### config.mk
export PLATFORM = sky130hd
export DESIGN_NAME = mouse_pos_tracker
export DESIGN_NICKNAME = d
export VERILOG_FILES = /design/src/rtl/mouse_pkg.sv /design/src/rtl/mouse_axis_clamp.sv /design/src/rtl/mouse_pos_tracker.sv
export SDC_FILE = /design/constraint.sdc
export NUM_CORES = 1
export LEC_CHECK = 0
export CORE_MARGIN = 5
export CORE_UTILIZATION = 48
export DETAILED_ROUTE_END_ITERATION = 12
export DONT_BUFFER_PORTS = 1
export GPL_ROUTABILITY_DRIVEN = 0
export PLACE_DENSITY = 0.68
export RECOVER_POWER = 25
export SLEW_MARGIN = 20
export SYNTH_ARGS = -nofsm -noshare
export SYNTH_HDL_FRONTEND = slang
export SYNTH_HIERARCHICAL = 1
export SYNTH_SLANG_ARGS = --single-unit
### constraint.sdc
create_clock -name clk -period 10.5 [get_ports clk]
set_input_delay 1.575 -clock clk [delete_from_list [all_inputs] [get_ports clk]]
set_output_delay 1.575 -clock clk [all_outputs]
set_load 0.02 [all_outputs]
### src/rtl/mouse_pkg.sv
// Shared types and constants for the PS/2 mouse position tracker.
package mouse_pkg;

    // Packet assembly states: three byte slots plus a one-cycle commit state.
    typedef enum logic [1:0] {
        BYTE0  = 2'd0,
        BYTE1  = 2'd1,
        BYTE2  = 2'd2,
        UPDATE = 2'd3
    } mouse_state_t;

    // Bit positions inside the PS/2 header byte.
    localparam int HDR_L    = 0;
    localparam int HDR_R    = 1;
    localparam int HDR_SYNC = 3;
    localparam int HDR_XS   = 4;
    localparam int HDR_YS   = 5;
    localparam int HDR_XO   = 6;
    localparam int HDR_YO   = 7;

    // Signed working width for position arithmetic; wide enough that
    // a 12-bit position plus or minus a 9-bit delta never wraps.
    localparam int WORK_W = 14;

    // Header fields that matter after the sync bit has been checked.
    typedef struct packed {
        logic yo;
        logic xo;
        logic ys;
        logic xs;
        logic r;
        logic l;
    } mouse_hdr_t;

endpackage

### src/rtl/mouse_axis_clamp.sv
// Combinational single-axis update: pos +/- delta, clamped to 0..MAX_VAL.
module mouse_axis_clamp #(
    parameter int MAX_VAL = 1023
) (
    input  logic [11:0] pos,
    input  logic [8:0]  delta,
    input  logic        negate,
    output logic [11:0] pos_out
);
    import mouse_pkg::*;

    localparam logic signed [WORK_W-1:0] MAX_W = WORK_W'(MAX_VAL);

    logic signed [WORK_W-1:0] pos_ext;
    logic signed [WORK_W-1:0] delta_ext;
    logic signed [WORK_W-1:0] sum;

    assign pos_ext   = signed'({{(WORK_W-12){1'b0}}, pos});
    assign delta_ext = signed'({{(WORK_W-9){delta[8]}}, delta});

    // Apply the delta in the requested direction, then saturate at both ends.
    always_comb begin
        sum = negate ? (pos_ext - delta_ext) : (pos_ext + delta_ext);
        if (sum[WORK_W-1]) begin
            pos_out = 12'd0;
        end else if (sum > MAX_W) begin
            pos_out = MAX_W[11:0];
        end else begin
            pos_out = sum[11:0];
        end
    end

endmodule

### src/rtl/mouse_pos_tracker.sv
// Assembles 3-byte PS/2 mouse packets and keeps a clamped absolute cursor
// position plus button state, with an inter-byte timeout for resync.
module mouse_pos_tracker #(
    parameter int X_MAX       = 1023,
    parameter int Y_MAX       = 767,
    parameter int X_INIT      = 512,
    parameter int Y_INIT      = 384,
    parameter int TIMEOUT_CYC = 130000
) (
    input  logic        clk,
    input  logic        rst,
    input  logic [7:0]  rx_data,
    input  logic        rx_valid,
    output logic [11:0] mouse_xpos,
    output logic [11:0] mouse_ypos,
    output logic        left,
    output logic        right,
    output logic        pos_valid,
    output logic        pkt_err
);
    import mouse_pkg::*;

    localparam int CNT_W = $clog2(TIMEOUT_CYC + 1);
    localparam logic [CNT_W-1:0] CNT_LAST = CNT_W'(TIMEOUT_CYC - 1);

    mouse_state_t     state_reg, state_next;
    mouse_hdr_t       hdr_reg;
    logic [7:0]       dx_reg, dy_reg;
    logic [CNT_W-1:0] cnt_reg, cnt_next;
    logic [11:0]      xpos_reg, ypos_reg;
    logic             left_reg, right_reg;
    logic             pos_valid_reg, pkt_err_reg;

    logic             hdr_load, dx_load, dy_load;
    logic             upd, err_next, timeout;
    logic [8:0]       dx9, dy9;
    logic [11:0]      x_new, y_new;

    // State register.
    always_ff @(posedge clk or posedge rst) begin
        if (rst) begin
            state_reg <= BYTE0;
        end else begin
            state_reg <= state_next;
        end
    end

    // Next-state logic; a byte arriving in UPDATE starts the next packet.
    always_comb begin
        state_next = state_reg;
        hdr_load   = 1'b0;
        dx_load    = 1'b0;
        dy_load    = 1'b0;
        upd        = 1'b0;
        err_next   = 1'b0;
        timeout    = 1'b0;
        case (state_reg)
            BYTE0, UPDATE: begin
                upd        = (state_reg == UPDATE);
                state_next = BYTE0;
                if (rx_valid) begin
                    if (rx_data[HDR_SYNC]) begin
                        hdr_load   = 1'b1;
                        state_next = BYTE1;
                    end else begin
                        err_next = 1'b1;
                    end
                end
            end
            BYTE1: begin
                if (rx_valid) begin
                    dx_load    = 1'b1;
                    state_next = BYTE2;
                end else if (cnt_reg == CNT_LAST) begin
                    timeout    = 1'b1;
                    err_next   = 1'b1;
                    state_next = BYTE0;
                end
            end
            BYTE2: begin
                if (rx_valid) begin
                    dy_load    = 1'b1;
                    state_next = UPDATE;
                end else if (cnt_reg == CNT_LAST) begin
                    timeout    = 1'b1;
                    err_next   = 1'b1;
                    state_next = BYTE0;
                end
            end
            default: state_next = BYTE0;
        endcase
    end

    // Idle counter: runs only while waiting for bytes 2 and 3 of a packet.
    always_comb begin
        cnt_next = cnt_reg + 1'b1;
        if (rx_valid || timeout || !(state_reg == BYTE1 || state_reg == BYTE2)) begin
            cnt_next = '0;
        end
    end

    // Timeout counter and packet byte storage.
    always_ff @(posedge clk or posedge rst) begin
        if (rst) begin
            cnt_reg <= '0;
            hdr_reg <= '0;
            dx_reg  <= '0;
            dy_reg  <= '0;
        end else begin
            cnt_reg <= cnt_next;
            if (hdr_load) begin
                hdr_reg.l  <= rx_data[HDR_L];
                hdr_reg.r  <= rx_data[HDR_R];
                hdr_reg.xs <= rx_data[HDR_XS];
                hdr_reg.ys <= rx_data[HDR_YS];
                hdr_reg.xo <= rx_data[HDR_XO];
                hdr_reg.yo <= rx_data[HDR_YO];
            end
            if (dx_load) dx_reg <= rx_data;
            if (dy_load) dy_reg <= rx_data;
        end
    end

    // An overflowed axis contributes no movement.
    assign dx9 = hdr_reg.xo ? 9'd0 : {hdr_reg.xs, dx_reg};
    assign dy9 = hdr_reg.yo ? 9'd0 : {hdr_reg.ys, dy_reg};

    mouse_axis_clamp #(.MAX_VAL(X_MAX)) u_x_clamp (
        .pos     (xpos_reg),
        .delta   (dx9),
        .negate  (1'b0),
        .pos_out (x_new)
    );

    // PS/2 Y grows upward while screen rows grow downward.
    mouse_axis_clamp #(.MAX_VAL(Y_MAX)) u_y_clamp (
        .pos     (ypos_reg),
        .delta   (dy9),
        .negate  (1'b1),
        .pos_out (y_new)
    );

    // Output registers: commit position and buttons in UPDATE, pulse flags.
    always_ff @(posedge clk or posedge rst) begin
        if (rst) begin
            xpos_reg      <= 12'(X_INIT);
            ypos_reg      <= 12'(Y_INIT);
            left_reg      <= 1'b0;
            right_reg     <= 1'b0;
            pos_valid_reg <= 1'b0;
            pkt_err_reg   <= 1'b0;
        end else begin
            pos_valid_reg <= upd;
            pkt_err_reg   <= err_next;
            if (upd) begin
                xpos_reg  <= x_new;
                ypos_reg  <= y_new;
                left_reg  <= hdr_reg.l;
                right_reg <= hdr_reg.r;
            end
        end
    end

    assign mouse_xpos = xpos_reg;
    assign mouse_ypos = ypos_reg;
    assign left       = left_reg;
    assign right      = right_reg;
    assign pos_valid  = pos_valid_reg;
    assign pkt_err    = pkt_err_reg;

endmodule

==> results of run 1 <==
==> power breakdown <==
part	switching (mW)	internal, mW	total, mW	leakage [nW]
sequential	0.0257	0.290	0.316	0.912
combinational	0.253	0.197	0.450	1.26
clock	0.117	0.138	0.254	0.112
==> cells by family after synthesis <==
group / count (synthesis) / share of synthesized area
fa+ha+maj: 32 / 0.0838
mux: 52 / 0.117
flops: 69 / 0.349
simple gates: 151 / 0.167
compound gates: 110 / 0.169
other cells: 4 / 0.00303
xor+xnor: 44 / 0.0777
buf+inv: 36 / 0.0336
==> path summary, 6_finish.rpt <==
| path | startpoint | endpoint | slack (ps) | depth (start not counted) |
|---|---|---|---|---|
| setup reg to reg | hdr_reg[4]$_DFFE_PP0P_ | mouse_xpos[2]$_DFFE_PP0P_ | 6560 | 13 |
| setup / recovery | rst | dx_reg[1]$_DFFE_PP0P_ | 5960 | 2 |
| hold / removal | hdr_reg[3]$_DFFE_PP0P_ | hdr_reg[3]$_DFFE_PP0P_ | 500 | 1 |
| min in group asynchronous | rst | cnt_reg[9]$_DFF_PP0_ | 2520 | 2 |
| hold reg to reg | hdr_reg[3]$_DFFE_PP0P_ | hdr_reg[3]$_DFFE_PP0P_ | 500 | 1 |
| max in group clk | hdr_reg[4]$_DFFE_PP0P_ | mouse_xpos[2]$_DFFE_PP0P_ | 6560 | 13 |
==> area by class of cell <==
type / count / area share
Inverter: 20 / 0.0142
Clock buffer: 9 / 0.0234
Timing Repair Buffer: 3 / 0.00284
Clock inverter: 7 / 0.0199
Sequential cell: 69 / 0.327
Tap cell: 136 / 0.0322
Multi-Input combinational cell: 399 / 0.581
==> stage by stage <==
stage          cell area [um^2]  total power, mW
2_1_floorplan              4980            0.688
3_3_place_gp               5080            0.753
3_5_place_dp               5080            0.765
4_1_cts                    5310             1.02
5_1_grt                    5290             1.09
6_report                   5290             1.02
==> metal layers <==
layer	wire length (um)	part of all wire	vias up
met1	4760	0.47	1756
met4	140	0.014	0
met3	532	0.052	13
li1	-	-	1818
met5	0	0	-
met2	4720	0.46	68
==> layout by cell type (no fill, tap or decap), types with 8 or more instances in the layout <==
cell,synthesis,layout
a31oi_1,8,8
conb_1,4,10
dfrtp_1,66,66
nand4_1,8,8
nor2b_1,26,26
xnor2_1,32,32
a211oi_2,10,10
nand3_1,8,8
a21oi_1,30,30
nand2_1,22,23
nor3_1,14,14
xor2_1,12,12
o21ai_0,11,11
mux2_2,48,48
clkbuf_8,0,9
inv_1,20,20
ha_1,30,30
nor2_1,40,40
==> flow_metrics.env, run 1 <==
export IMPL_cts_resized=0
export IMPL_die_width_um=112
export IMPL_rsz0062_at_grt="no"
export IMPL_die_area_mm2=0.0125
export IMPL_synth_ff_type="dfrtp_1"
export IMPL_tns_ps=0
export IMPL_synth_top_area_share=0.333
export IMPL_drt_iter0_markers=197
export IMPL_grt_overflow_total=0
export IMPL_hpwl_um=7710
export IMPL_dp_slack_ps=6640
export IMPL_fmax_mhz=220
export IMPL_antenna_found_initial=0
export IMPL_setup_viol=0
export IMPL_multi_input_area_mm2=0.00307
export IMPL_worst_path_buf_inv=2
export IMPL_ys_async_sr_fraction=1.00
export IMPL_violations="capacitance limit, slew limit"
export IMPL_core_mm2=0.0102
export IMPL_vias=3655
export IMPL_wirelength_um=10200
export IMPL_hold_path_class="flip-flop to flip-flop"
export IMPL_initial_utilization=0.487
export IMPL_cts_setup_buffers=0
export IMPL_cp_slowest_cell="clkbuf_1"
export IMPL_seq_area_mm2=0.00173
export IMPL_avgViaCountPerCell=5.68
export IMPL_cts_tree="built"
export IMPL_busiest_layer="met2"
export IMPL_met2_usage=0.269
export IMPL_cp_arrival_ps=4170
export IMPL_final_hold_viol_count=0
export IMPL_final_net_count=545
export IMPL_grt_use_total=0.170
export IMPL_grt_use_met1=0.228
export IMPL_endpoint_kind="async pin"
export IMPL_critPathMaxStageDelay_ps=2540
export IMPL_die_h_um=112
export IMPL_maxSlewViolCount=70
export IMPL_drive_above_1_share=0.178
export IMPL_period_needed_ps=4540
export IMPL_post_route_drc_count=0
export IMPL_postLayoutCoreUtil=0.520
export IMPL_clock_latency_ps=350
export IMPL_area_growth_pct=6.74
export IMPL_post_drt_wl_per_cell_um=15.8
export IMPL_io_pins=39
export IMPL_cap_violations=1
export IMPL_ant_nets=0
export IMPL_clock_path_buffers=2
export IMPL_cts_buffers=9
export IMPL_synth_edf_count=0
export IMPL_worst_pin_slew_ps=3610
export IMPL_fin_skew_ps=9.27
export IMPL_rows=37
export IMPL_final_fill_count=950
export IMPL_path_cells="inv_1 > clkbuf_1"
export IMPL_ys_ff_latch=69
export IMPL_crit_fanout=69
export IMPL_first_pass_iters=4
export IMPL_path_clk_slew_ps=80
export IMPL_largest_reg_flops=17
export IMPL_yosysMostFrequentCell="dfrtp_1"
export IMPL_dp_cells=627
export IMPL_fin_cells=643
export IMPL_synth_top_cell_by_area="dfrtp_1"
export IMPL_synthCells=498
export IMPL_hold_ws_ps=500
export IMPL_crit_path_start_kind="primary input"
export IMPL_critical_path_class="primary input to async pin"
export IMPL_max_slew_margin=-1.41
export IMPL_min_period_over_period=0.432
export IMPL_num_antenna_cells=0
export IMPL_ys_types=66
export IMPL_synth_area_mm2=0.00496
export IMPL_worstPathRequired_ps=10140
export IMPL_grt_pass1_wl_um=17600
export IMPL_grt_pass1_vias=3609
export IMPL_critPathTopFamily="buffers and inverters"
export IMPL_hold_buffers=0
export IMPL_htreeDepth=3
export IMPL_numPortBuffers=0
export IMPL_numClockSinks=69
export IMPL_cts_root_buffer="clkbuf_8"
export IMPL_synth_area_per_cell_um2=9.96
export IMPL_ir_worst_vdd_mv=0.0878
export IMPL_power_density_mw_per_mm2=193
export IMPL_yosysSeqAreaShare=0.349
export IMPL_synthTopCellsByArea="dfrtp_1 33%, mux2_2 11%, ha_1 7.6%"
export IMPL_timing_final_ws_setup_ps=5960
export IMPL_yosys_warnings=6
export IMPL_grt_max_degree=70
export IMPL_p_leak_nw=2.29
export IMPL_met3_usage=0.0462
export IMPL_status="finished with violations"
export IMPL_synth_common_cells="66 x dfrtp_1, 48 x mux2_2, 40 x nor2_1"
(Power assumes the default switching activity.)
==> inputs of run 2 (changes only) <==
- clock period: 10.5 -> 4.2 ns (I/O delays scaled with it)
==> run 2 against run 1 <==
Net effect: the run still ends with capacitance limit, slew limit left; highest routed layer unchanged; cell count grew 0.16%; hold slack lost 75 ps; via count grew 1.1%; die area is the same; clock-buffer cell count grew 2; sequential cell count is the same; global-route usage grew 0.54 points; critical endpoint is now mouse_xpos[1]$_DFFE_PP0P_.
==> flow_metrics.env, run 2 (same netlist as run 1, synthesis figures left out) <==
export IMPL_status="finished with violations"
export IMPL_violations="capacitance limit, slew limit"
export IMPL_path_clk_slew_ps=80
export IMPL_timing_final_ws_setup_ps=310
export IMPL_finalPower_mw=2.53
export IMPL_vias=3694
export IMPL_first_pass_iters=4
export IMPL_combPwrFrac=0.451
export IMPL_power_density_mw_per_mm2=475
export IMPL_worst_pin_slew_ps=2220
export IMPL_grt_max_degree=52
export IMPL_hold_depth=1
export IMPL_ant_nets=0
export IMPL_tns_ps=0
export IMPL_htreeDepth=3
export IMPL_hold_ws_ps=426
export IMPL_clock_path_buffers=2
export IMPL_crit_path_start_kind="flip-flop"
export IMPL_final_net_count=546
export IMPL_drive_above_1_share=0.191
export IMPL_antenna_found_initial=0
export IMPL_cp_arrival_ps=4130
export IMPL_timing_reg2reg_setup_slack_ps=310
export IMPL_num_antenna_cells=0
export IMPL_multi_input_area_mm2=0.00309
export IMPL_r2r_end="mouse_xpos[1]$_DFFE_PP0P_"
export IMPL_io_pins=39
export IMPL_avgViaCountPerCell=5.74
export IMPL_drt_iter0_markers=179
export IMPL_maxSlewViolCount=52
export IMPL_setup_viol=0
export IMPL_fmax_mhz=257
export IMPL_p_int_mw=1.56
export IMPL_grt_pass1_wl_um=18000
export IMPL_die_width_um=112
export IMPL_numClockSinks=69
export IMPL_final_cell_mix="65 x dfrtp_1, 48 x mux2_2, 40 x nor2_1"
export IMPL_dpl_cell_area_mm2=0.00509
export IMPL_p_sw_mw=0.965
export IMPL_grt_pass1_vias=3761
export IMPL_rows=37
export IMPL_initial_utilization=0.487
export IMPL_final_fill_count=921
export IMPL_wirelength_um=10400
export IMPL_max_slew_margin=-0.485
export IMPL_cts_tree="built"
export IMPL_post_drt_wl_per_cell_um=16.1
export IMPL_min_period_over_period=0.926
export IMPL_post_route_drc_count=0
export IMPL_cts_buffers=9
export IMPL_grt_overflow_total=0
export IMPL_dp_slack_ps=293
export IMPL_reg2regPathDepth=13
export IMPL_switching_share=0.382
export IMPL_core_mm2=0.0102
export IMPL_critical_path_class="flip-flop to flip-flop"
export IMPL_layout_commonest_cell="dfrtp_1"
export IMPL_crit_fanout=10
export IMPL_largest_reg_flops=17
export IMPL_clock_latency_ps=350
export IMPL_hpwl_um=7880
export IMPL_fin_area_mm2=0.00532
export IMPL_fin_cells=644
export IMPL_worstPathRequired_ps=4440
export IMPL_power_frac_clock=0.237
export IMPL_fin_skew_ps=12.3
export IMPL_endpoint_kind="flip-flop"
export IMPL_die_area_mm2=0.0125
export IMPL_cts_root_buffer="clkbuf_8"
export IMPL_hold_start="rx_data[3]"
export IMPL_hold_path_class="primary input to flip-flop"
export IMPL_ir_worst_vdd_mv=0.279
export IMPL_numPortBuffers=0
export IMPL_rsz0062_at_grt="no"
export IMPL_die_h_um=112
export IMPL_dp_cells=628
export IMPL_area_growth_pct=7.22
export IMPL_r2r_start="hdr_reg[4]$_DFFE_PP0P_"
export IMPL_p_leak_nw=2.29
export IMPL_final_hold_viol_count=0
export IMPL_postLayoutCoreUtil=0.522
export IMPL_cap_violations=1
export IMPL_period_needed_ps=3890
export IMPL_p_seq_frac=0.312
export IMPL_hold_end="dy_reg[3]$_DFFE_PP0P_"
export IMPL_grt_use_total=0.175
export IMPL_seq_area_mm2=0.00173
[run 2: what timing repair did]
action / in CTS / in global routing
buffers inserted: 0 / 0
resized for setup: 0 / 3
endpoints found under the setup margin: 0 / 10
hold buffers: 0 / 0
[run 2: critical path, cell delays in order (launching register included)]
cell and delay, ps:
dfrtp_2 470, nor2b_1 300, inv_1 100, ha_1 290, mux2i_1 110, fa_1 480
a211o_1 280, a21oi_1 290, a211oi_1 150, or3_1 320, a222oi_1 310, buf_4 280
a211oi_2 90, mux2_2 290
[run 2: per-layer routing]
layer  routed length [um]  up-vias  GRT usage
met2                 4960       74      0.284
li1                     -     1828          -
met4                  175        0     0.0584
met3                  588       14     0.0505
met1                 4640     1778      0.226
met5                    0        -          0
[run 2: worst max-delay path by stage]
| stage | from | end | slack [ps] | depth (start not counted) |
|---|---|---|---|---|
| 6_report | hdr_reg[4]$_DFFE_PP0P_ | mouse_xpos[1]$_DFFE_PP0P_ | 310 | 13 |
| 5_1_grt | hdr_reg[4]$_DFFE_PP0P_ | mouse_xpos[4]$_DFFE_PP0P_ | 20 | 15 |
| 4_1_cts | hdr_reg[4]$_DFFE_PP0P_ | mouse_xpos[0]$_DFFE_PP0P_ | 290 | 13 |
| 3_5_place_dp | hdr_reg[4]$_DFFE_PP0P_ | mouse_xpos[4]$_DFFE_PP0P_ | 290 | 13 |
| 3_3_place_gp | hdr_reg[4]$_DFFE_PP0P_ | mouse_xpos[1]$_DFFE_PP0P_ | 470 | 13 |
| 2_1_floorplan | hdr_reg[4]$_DFFE_PP0P_ | mouse_xpos[0]$_DFFE_PP0P_ | 690 | 13 |
[run 2: power by group through the flow]
stage	sequential [mW]	combinational, mW	clock [mW]
finish	0.789	1.14	0.599
global route	0.799	1.26	0.647
CTS	0.790	1.13	0.620
detailed placement	0.803	1.12	0
global placement	0.801	1.08	0
floorplan	0.785	0.936	0
[run 2: cell type report]
type	count	share of cell area
clock buffers	11	0.0247
clock inverters	5	0.0160
inverters	20	0.0144
multi-input cells	399	0.582
repair buffers	4	0.00565
flip-flops and latches	69	0.326
well taps	136	0.0320
==> inputs of run 3 (changes only) <==
- CORE_MARGIN: 5 -> default
==> run 3 against run 2 <==
Net effect: the run still ends with capacitance limit, slew limit left; cell count is 0.62% lower; highest routed layer unchanged; via count is 0.49% lower; combinational power hardly changed; critical path type unchanged; setup slack worse by 73 ps; design area hardly changed; clock skew is 4.3 ps lower; clock power is 5.5% higher.
==> flow_metrics.env, run 3 (same netlist as run 1, synthesis figures left out) <==
export IMPL_status="finished with violations"
export IMPL_violations="capacitance limit, slew limit"
export IMPL_max_slew_margin=-0.118
export IMPL_grt_pass1_wl_um=17800
export IMPL_dp_slack_ps=281
export IMPL_numClockSinks=69
export IMPL_timing_final_ws_setup_ps=237
export IMPL_initial_utilization=0.500
export IMPL_crit_fanout=10
export IMPL_period_needed_ps=3960
export IMPL_hold_path_class="primary input to flip-flop"
export IMPL_critical_path_class="flip-flop to flip-flop"
export IMPL_path_clk_slew_ps=80
export IMPL_final_fill_count=890
export IMPL_dpl_cell_area_mm2=0.00509
export IMPL_fmax_mhz=252
export IMPL_grt_use_total=0.207
export IMPL_ant_nets=0
export IMPL_fin_area_mm2=0.00532
export IMPL_multi_input_area_mm2=0.00308
export IMPL_htreeDepth=3
export IMPL_tns_ps=0
export IMPL_switching_share=0.373
export IMPL_largest_reg_flops=17
export IMPL_vias=3676
export IMPL_clock_path_buffers=2
export IMPL_cp_arrival_ps=4200
export IMPL_hpwl_um=7860
export IMPL_final_net_count=546
export IMPL_cts_tree="built"
export IMPL_worstPathRequired_ps=4440
export IMPL_io_pins=39
export IMPL_post_drt_wl_per_cell_um=16.2
export IMPL_rows=36
export IMPL_area_growth_pct=7.19
export IMPL_grt_pass1_vias=3655
export IMPL_rsz0062_at_grt="no"
export IMPL_drive_above_1_share=0.183
export IMPL_postLayoutCoreUtil=0.536
export IMPL_first_pass_iters=4
export IMPL_layout_commonest_cell="dfrtp_1"
export IMPL_setup_viol=0
export IMPL_die_area_mm2=0.0107
export IMPL_final_hold_viol_count=0
export IMPL_seq_area_mm2=0.00173
export IMPL_post_route_drc_count=0
export IMPL_avgViaCountPerCell=5.74
export IMPL_core_mm2=0.00991
export IMPL_power_frac_clock=0.247
export IMPL_antenna_found_initial=0
export IMPL_final_cell_mix="66 x dfrtp_1, 48 x mux2_2, 40 x nor2_1"
export IMPL_ir_worst_vdd_mv=0.197
export IMPL_p_sw_mw=0.954
export IMPL_power_density_mw_per_mm2=481
export IMPL_cts_setup_buffers=0
export IMPL_maxSlewViolCount=72
export IMPL_numPortBuffers=0
export IMPL_num_antenna_cells=0
export IMPL_grt_overflow_total=0
export IMPL_cts_buffers=9
export IMPL_combPwrFrac=0.444
export IMPL_min_period_over_period=0.943
export IMPL_die_width_um=104
export IMPL_fin_skew_ps=7.99
export IMPL_worst_pin_slew_ps=1680
export IMPL_grt_max_degree=41
export IMPL_hold_buffers=0
export IMPL_p_int_mw=1.60
export IMPL_wirelength_um=10400
export IMPL_drt_iter0_markers=165
export IMPL_die_h_um=104
export IMPL_crit_path_start_kind="flip-flop"
export IMPL_clock_latency_ps=350
export IMPL_cts_root_buffer="clkbuf_8"
export IMPL_endpoint_kind="flip-flop"
export IMPL_p_seq_frac=0.309
export IMPL_p_leak_nw=2.30
export IMPL_cts_resized=0
export IMPL_cap_violations=2
[run 3: changes by cell type in the layout (fill, tap and decap cells not counted)]
| cell | delta |
|---|---|
| buf_4 | -1 |
| clkbuf_1 | -1 |
| clkbuf_8 | +3 |
| clkinv_4 | -2 |
| clkinvlp_2 | -1 |
| dfrtp_1 | +1 |
| dfrtp_2 | -1 |
| inv_1 | +1 |
| nor2b_1 | +1 |
| nor2b_2 | -1 |
| nor3_1 | +1 |
| nor3_2 | -1 |
[run 3: power groups by stage]
stage	clock network [mW]	registers [mW]	logic, mW
final	0.632	0.790	1.13
after global routing	0.675	0.798	1.25
after CTS	0.652	0.790	1.13
after detailed placement	0	0.804	1.12
after global placement	0	0.802	1.10
after floorplan	0	0.785	0.936
[run 3: final timing paths]
check / startpoint / to / slack [ps] / cells past startpoint
min in group asynchronous: rst / mouse_ypos[0]$_DFFE_PP0P_ / 620 / 1
max: hdr_reg[4]$_DFFE_PP0P_ / mouse_xpos[1]$_DFFE_PP0P_ / 240 / 13
min reg2reg: dy_reg[5]$_DFFE_PP0P_ / dy_reg[5]$_DFFE_PP0P_ / 500 / 1
min: rx_data[3] / pkt_err$_DFF_PP0_ / 390 / 1
max in group asynchronous: rst / mouse_xpos[0]$_DFFE_PP0P_ / 1360 / 2
max reg2reg: hdr_reg[4]$_DFFE_PP0P_ / mouse_xpos[1]$_DFFE_PP0P_ / 240 / 13
[run 3: metal layers]
layer,up-vias,GRT usage,share of wire
met5,-,0,0
li1,1816,-,-
met4,0,0.0880,0.019
met3,15,0.0365,0.043
met1,1764,0.274,0.47
met2,81,0.333,0.47
[run 3: stage by stage]
step / hold slack, ps / power (mW) / std cells
floorplan: 471 / 1.72 / 504
global placement: 482 / 1.90 / 625
detailed placement: 488 / 1.93 / 625
CTS: 345 / 2.57 / 640
global route: 394 / 2.72 / 640
finish: 390 / 2.56 / 640
[run 3: critical path, stage by stage (launching register included)]
cell and delay [ps]:
dfrtp_1 470, nor2b_1 350, inv_1 110, ha_1 290, mux2i_1 110, fa_1 500, a211o_1 280, a21oi_1 260
a211oi_1 150, or3_1 330, a222oi_1 350, buf_4 270, a211oi_2 90, mux2_2 280
[run 3: area by class of cell]
| type | count | share of cell area |
|---|---|---|
| inverters | 20 | 0.0141 |
| well taps | 133 | 0.0313 |
| repair buffers | 4 | 0.00494 |
| multi-input cells | 399 | 0.580 |
| flip-flops and latches | 69 | 0.326 |
| clock buffers | 12 | 0.0311 |
| clock inverters | 3 | 0.0127 |
